**src/rtl/approx_umul_pipe.sv**
```systemverilog
// Two-stage pipelined unsigned multiplier. Each transaction selects exact or
// pair-OR approximate low rows. A counter tracks delivered approximate results.
module approx_umul_pipe #(
  parameter int WIDTH       = 8,
  parameter int APPROX_ROWS = 4,
  parameter int CUT_COL     = 6,
  parameter int CNT_W       = 16
) (
  input  logic               clk,
  input  logic               rst,
  input  logic               in_valid,
  output logic               in_ready,
  input  logic [WIDTH-1:0]   in_x,
  input  logic [WIDTH-1:0]   in_y,
  input  logic               in_approx,
  output logic               out_valid,
  input  logic               out_ready,
  output logic [2*WIDTH-1:0] out_z,
  output logic               out_approx,
  output logic [CNT_W-1:0]   res_cnt
);

  localparam int PW    = 2 * WIDTH;
  localparam int HW    = 2 * WIDTH - APPROX_ROWS;
  localparam int PAIRS = APPROX_ROWS / 2;

  localparam logic [PW-1:0] LOW_MASK  = (PW'(1) << APPROX_ROWS) - PW'(1);
  localparam logic [PW-1:0] KEEP_MASK = ~((PW'(1) << CUT_COL) - PW'(1));

  logic advance;

  logic [PW-1:0] x_ext;
  logic [PW-1:0] y_ext;

  logic          s1_valid_q, s1_valid_d;
  logic [HW-1:0] h_q, h_d;
  logic [PW-1:0] a_q, a_d;
  logic [PW-1:0] e_q, e_d;
  logic          s1_approx_q, s1_approx_d;

  logic             out_valid_q, out_valid_d;
  logic [PW-1:0]    out_z_q, out_z_d;
  logic             out_approx_q, out_approx_d;
  logic [CNT_W-1:0] res_cnt_q, res_cnt_d;

  logic [PW-1:0] row_lo;
  logic [PW-1:0] row_hi;
  logic          bit_lo;
  logic          bit_hi;

  // The pipeline stalls as a whole only when a result is waiting for the consumer.
  assign advance  = !out_valid_q || out_ready;
  assign in_ready = advance;

  assign x_ext = {{WIDTH{1'b0}}, in_x};
  assign y_ext = {{WIDTH{1'b0}}, in_y};

  // The high rows are always exact. The product fits in HW bits.
  assign h_d = HW'(y_ext * (x_ext >> APPROX_ROWS));
  assign e_d = y_ext * (x_ext & LOW_MASK);

  // Each row pair collapses into one OR vector. Columns below CUT_COL are dropped.
  always_comb begin
    a_d    = '0;
    row_lo = '0;
    row_hi = '0;
    bit_lo = 1'b0;
    bit_hi = 1'b0;
    for (int k = 0; k < PAIRS; k++) begin
      bit_lo = |(x_ext & (PW'(1) << (2 * k)));
      bit_hi = |(x_ext & (PW'(1) << (2 * k + 1)));
      row_lo = {PW{bit_lo}} & (y_ext << (2 * k));
      row_hi = {PW{bit_hi}} & (y_ext << (2 * k + 1));
      a_d    = a_d + ((row_lo | row_hi) & KEEP_MASK);
    end
  end

  assign s1_valid_d  = in_valid;
  assign s1_approx_d = in_approx;

  assign out_valid_d  = s1_valid_q;
  assign out_approx_d = s1_approx_q;
  assign out_z_d      = (PW'(h_q) << APPROX_ROWS) + (s1_approx_q ? a_q : e_q);

  always_comb begin
    res_cnt_d = res_cnt_q;
    if (out_valid_q && out_ready && out_approx_q) begin
      res_cnt_d = res_cnt_q + CNT_W'(1);
    end
  end

  always_ff @(posedge clk) begin
    if (rst) begin
      s1_valid_q   <= 1'b0;
      h_q          <= '0;
      a_q          <= '0;
      e_q          <= '0;
      s1_approx_q  <= 1'b0;
      out_valid_q  <= 1'b0;
      out_z_q      <= '0;
      out_approx_q <= 1'b0;
      res_cnt_q    <= '0;
    end else begin
      res_cnt_q <= res_cnt_d;
      if (advance) begin
        s1_valid_q   <= s1_valid_d;
        h_q          <= h_d;
        a_q          <= a_d;
        e_q          <= e_d;
        s1_approx_q  <= s1_approx_d;
        out_valid_q  <= out_valid_d;
        out_z_q      <= out_z_d;
        out_approx_q <= out_approx_d;
      end
    end
  end

  assign out_valid  = out_valid_q;
  assign out_z      = out_z_q;
  assign out_approx = out_approx_q;
  assign res_cnt    = res_cnt_q;

endmodule
```
**config.mk**
```make
export PLATFORM = sky130hd
export DESIGN_NAME = approx_umul_pipe
export DESIGN_NICKNAME = d
export VERILOG_FILES = /design/src/rtl/approx_umul_pipe.sv
export SDC_FILE = /design/constraint.sdc
export NUM_CORES = 1
export LEC_CHECK = 0
export CAP_MARGIN = 20
export CORE_UTILIZATION = 58
export CTS_CLUSTER_SIZE = 12
export DETAILED_ROUTE_END_ITERATION = 16
export GPL_ROUTABILITY_DRIVEN = 0
export PLACE_DENSITY = 0.82
export SLEW_MARGIN = 10
export SYNTH_ARGS = -nofsm -noshare
export SYNTH_HDL_FRONTEND = slang
export SYNTH_SLANG_ARGS = --single-unit
```
**constraint.sdc**
```tcl
create_clock -name clk -period 4.88 [get_ports clk]
set_input_delay 0.976 -clock clk [delete_from_list [all_inputs] [get_ports clk]]
set_output_delay 0.976 -clock clk [all_outputs]
set_load 0.03 [all_outputs]
```
After elaboration in Yosys (flattened, before gate mapping)
Index checks and enable logic that the tools add are counted.
{ "totals": {"wordCells": 25, "out_inout_bits": 35, "inputBits": 21, "regBits": 80} }
{ "classes": {"mul": 2, "n_bitwise": 6, "addsub": 3, "n_reduce_logical": 4, "muxes": 1} }
{ "op_table": {"columns": ["cell", "count"], "rows": [
  ["$add A16 B16 Y16", 2],
  ["$or A16 B16 Y16", 2],
  ["$mul A8 B4 Y12", 2],
  ["$add A16 B1 Y16 const B", 1],
  ["$and A16 B10 Y16", 1],
  ["$and A16 B11 Y16", 1],
  ["$and A16 B8 Y16", 1],
  ["$and A16 B9 Y16", 1],
  ["$mux W16", 1],
  ["$logic_and A1 B1 Y1", 2],
  ["$logic_not A1 Y1", 1],
  ["$logic_or A1 B1 Y1", 1]
]} }

Longest topological paths before layout
{ "logic_depth": {"ltp_word": 3, "mapped_depth": 12, "depth_no_buf": 12} }

Worst setup path after synthesis
Ideal clock, no wire load.
{ "synth_path": {"kind": "input to register", "start": "input port in_x[3]", "end": "register e_q[8]", "path_slack_ps": 1156, "required_ps": 4818, "arrival_ps": 3662, "cell_stages": 11, "n_path_buf": 0, "setup_time_ps": 62, "cell_sequence": "and2_1 > fa_1 > inv_1 > fa_1 > inv_1 > ha_1 > nor2b_4 > o31a_1 > o21a_1 > or4_1 > nand3_1"} }
{ "synth_between": {"elab_chain_len": 1} }
{ "synth_rtl": {"columns": ["element", "line_no", "source"], "rows": [
  ["start, declared", "13", "input logic [WIDTH-1:0] in_x,"],
  ["$mul A8 B4 Y12", "60", "assign e_d = y_ext * (x_ext & LOW_MASK);"],
  ["end signal, assigned", "97", "e_q <= '0;"],
  ["end signal, assigned", "109", "e_q <= e_d;"],
  ["end, declared", "38", "logic [PW-1:0] e_q, e_d;"]
]} }
No other way between the ends.
A chain may end at the register's enable or synchronous reset.

Worst setup path in the final report
{ "layout_path": {"start": "input port in_x[3]", "end": "register e_q[7]"} }
Same word-level chain as after synthesis.

==> flow_summary.ini <==
[run_status]
status = finished, final reports clean

[power]
clkPwrFrac_pct = 26.7
comb_power_share_pct = 36.6
leakagePower_nw = 2.67
p_per_area_nw_per_um2 = 300
power.switching_mw = 0.652
max-vdd-ir-drop_v = 0.000194
switching_share_pct = 36.7
pwr-share-seq_pct = 36.6
intPower_mw = 1.12

[layout]
antenna_cells = 0
num-fill-cells = 670
final_nets = 773
drive_gt1_share_pct = 4.39
final_util_pct = 70.9
areaGrowthSynthToFinish_pct = 16.0

[yosys]
synth_nets = 728
synth.largest_area_cell = dfxtp_1
synthTopCellsByArea = dfxtp_1, ha_1, fa_1, nand2_1, and2_1
synthFlopType = dfxtp_1
yosysUniqueCellTypes = 48
synth_area_per_cell_um2 = 8.05
ys_seq_area_share_pct = 25.9
synthArstFlopShare_pct = 0
synth_cells = 633
synth_edf_count = 0
synth_seq_cells = 66
yosys_warnings = 0
yosysTopAreaCellShare_pct = 25.9
syn_area_um2 = 5100

[sta]
fin_tns_setup_ps = 0
finalHoldViolCount = 0
fin_skew_ps = 12.8
min_period_ps = 4160
fmax_ghz = 0.241
slew_headroom_pct = 49.5
drv_slew = 0
setup_violations = 0
tightest_slew_ps = 757
rsz0062_at_grt = false
finalCritPeriodShare_pct = 85.2

[clock_network]
clk_latency_ps = 360
cts_resized = 0
tritoncts = built
postCtsSetupRepairBufs = 0
cts_made_buffers = 9
hold_buffers = 0
htree_levels = 3
cts.sinks = 66
cts_buffer_depth = 2
cts.root.buffer_cell = clkbuf_8
clk_pin_slew_ps = 80

[critical_path]
r2r_slack_ps = 2140
crit_chain = clkdlybuf4s50_1, and2_1, fa_1, inv_1, fa_1, inv_1, ha_1, nand2_1, o21ai_0, o21ai_0, or4_1, nand3_1
cp-start-kind = primary input
cp_slowest_stage_delay_ps = 530
reg2reg_from = out_approx_d$_SDFFE_PP0P_
rr_worst_depth = 7
crit_path_max_fanout = 8
required_ps = 5180
crit_family = adder cells
r2r_end = out_z[13]$_SDFFE_PP0P_
crit_buf_inv = 3
end_kind = flop
critPathSlowestCell = fa_1
crit_type = primary input to flop
critPathArrivalTime_ps = 4460

[route]
first_iter_violations = 195
dr.pass1.iters = 7
vias_per_cell = 5.78
num_vias = 4551
wire_per_inst_um = 14.9
drcViolationCount = 0
ant_nets = 0
wl_mm = 11.7

[floorplanning]
die_y_um = 95.7
io_pins = 56
die-area_um2 = 9170
num_rows = 33
core_um2 = 8340
die_w_um = 95.7
start_util_pct = 61.1

[hold_path]
hold_class = flop to flop
min-delay-start = a_q[8]$_SDFFE_PP0P_
min_to = a_q[8]$_SDFFE_PP0P_
hold_depth = 2

[grt]
grt_usage_pct = 27.9
grt_pass1_wl_mm = 20.0
grt_pass1_vias = 4405
grt_max_degree = 76
overflow = 0
antenna_found_initial = 0

[place]
portBuffers = 55
dp_hpwl_mm = 8.60

[flow_run]
cap_violations = 0
-- final cells by class --
class                   count  area, um2  area share, %
clock inverters             7       77.6           1.31
repair buffers             59        576           9.74
flip-flops and latches     66       1320           22.4
well taps                 105        131           2.22
multi-input cells         480       3450           58.3
clock buffers               9        124           2.10
inverters                  62        233           3.94
-- worst min-delay path: stages, from the launching register on --
cell and delay (ps):
dfxtp_1 310, nand2_1 50, a21oi_1 50
-- metal layers --
layer / GRT usage [%] / part of all wire [%] / up-vias
met3: 4.66 / 3.9 / 15
met2: 49.5 / 50 / 114
met4: 7.84 / 1.6 / 0
li1: - / - / 2240
met5: 0 / 0 / -
met1: 34.9 / 45 / 2182
-- synth_stat cells, types with 9 or more instances --
master and instances:
xnor2_1 13, nor3_1 15, and3_1 9, and2_1 42
nor2b_1 9, nand2_1 90, o21ai_0 19, inv_1 62
a21oi_1 38, fa_1 26, ha_1 48, a211oi_1 13
clkbuf_1 13, xor2_1 11, nor2_1 40, nand3_1 26
dfxtp_1 66
-- worst max path at each step --
stage,start,endpoint,slack [ps],cells past startpoint
final,in_x[3],e_q[7]$_SDFFE_PP0P_,720,12
after global routing,in_x[3],e_q[7]$_SDFFE_PP0P_,590,12
after CTS,in_x[3],e_q[7]$_SDFFE_PP0P_,770,12
after detailed placement,in_x[3],e_q[7]$_SDFFE_PP0P_,420,12
after global placement,in_x[3],e_q[8]$_SDFFE_PP0P_,520,12
after floorplan,in_x[3],e_q[8]$_SDFFE_PP0P_,1160,11
-- power by group through the flow --
stage	combinational, mW	sequential [mW]	clock [mW]
after CTS	0.648	0.649	0.481
after global placement	0.619	0.659	0
after detailed placement	0.642	0.660	0
final	0.650	0.651	0.475
after floorplan	0.420	0.693	0
after global routing	0.724	0.658	0.508
-- registers in the layout, indices dropped and copies added (netlist names) --
signal        count
h_q              12
out_valid_d       1
res_cnt          16
out_z            16
out_approx_d      1
out_approx        1
a_q               6
out_valid         1
e_q              12
-- through the flow --
stage	instances	power, mW	area (um2)	setup WS, ps	hold slack (ps)
after floorplan	633	1.11	5100	1160	428
after global placement	772	1.28	5710	517	435
after detailed placement	772	1.30	5710	420	442
after CTS	788	1.78	5910	774	453
after global routing	788	1.89	5910	591	478
final	788	1.78	5910	723	454
-- cell usage in the layout, fill, tap and decap left out, types with 9 or more instances in the layout --
cell type         n
clkdlybuf4s50_1  54
nand3_1          26
fa_1             26
clkbuf_8          9
nand2_1          90
and3_1            9
a21oi_1          38
nor2_1           40
xnor2_1          13
nor3_1           15
xor2_1           11
a211oi_1         13
dfxtp_1          66
o21ai_0          19
ha_1             48
inv_1            62
and2_1           42
-- logic make-up after synthesis --
family	Yosys count	synth area share, %
compound gates	110	13.7
xor+xnor	24	4.12
fa+ha+maj	74	22.0
buf+inv	87	6.56
flops	66	25.9
mux	9	1.91
simple gates	263	25.8
Note: power is estimated with default switching activity, not from simulation.
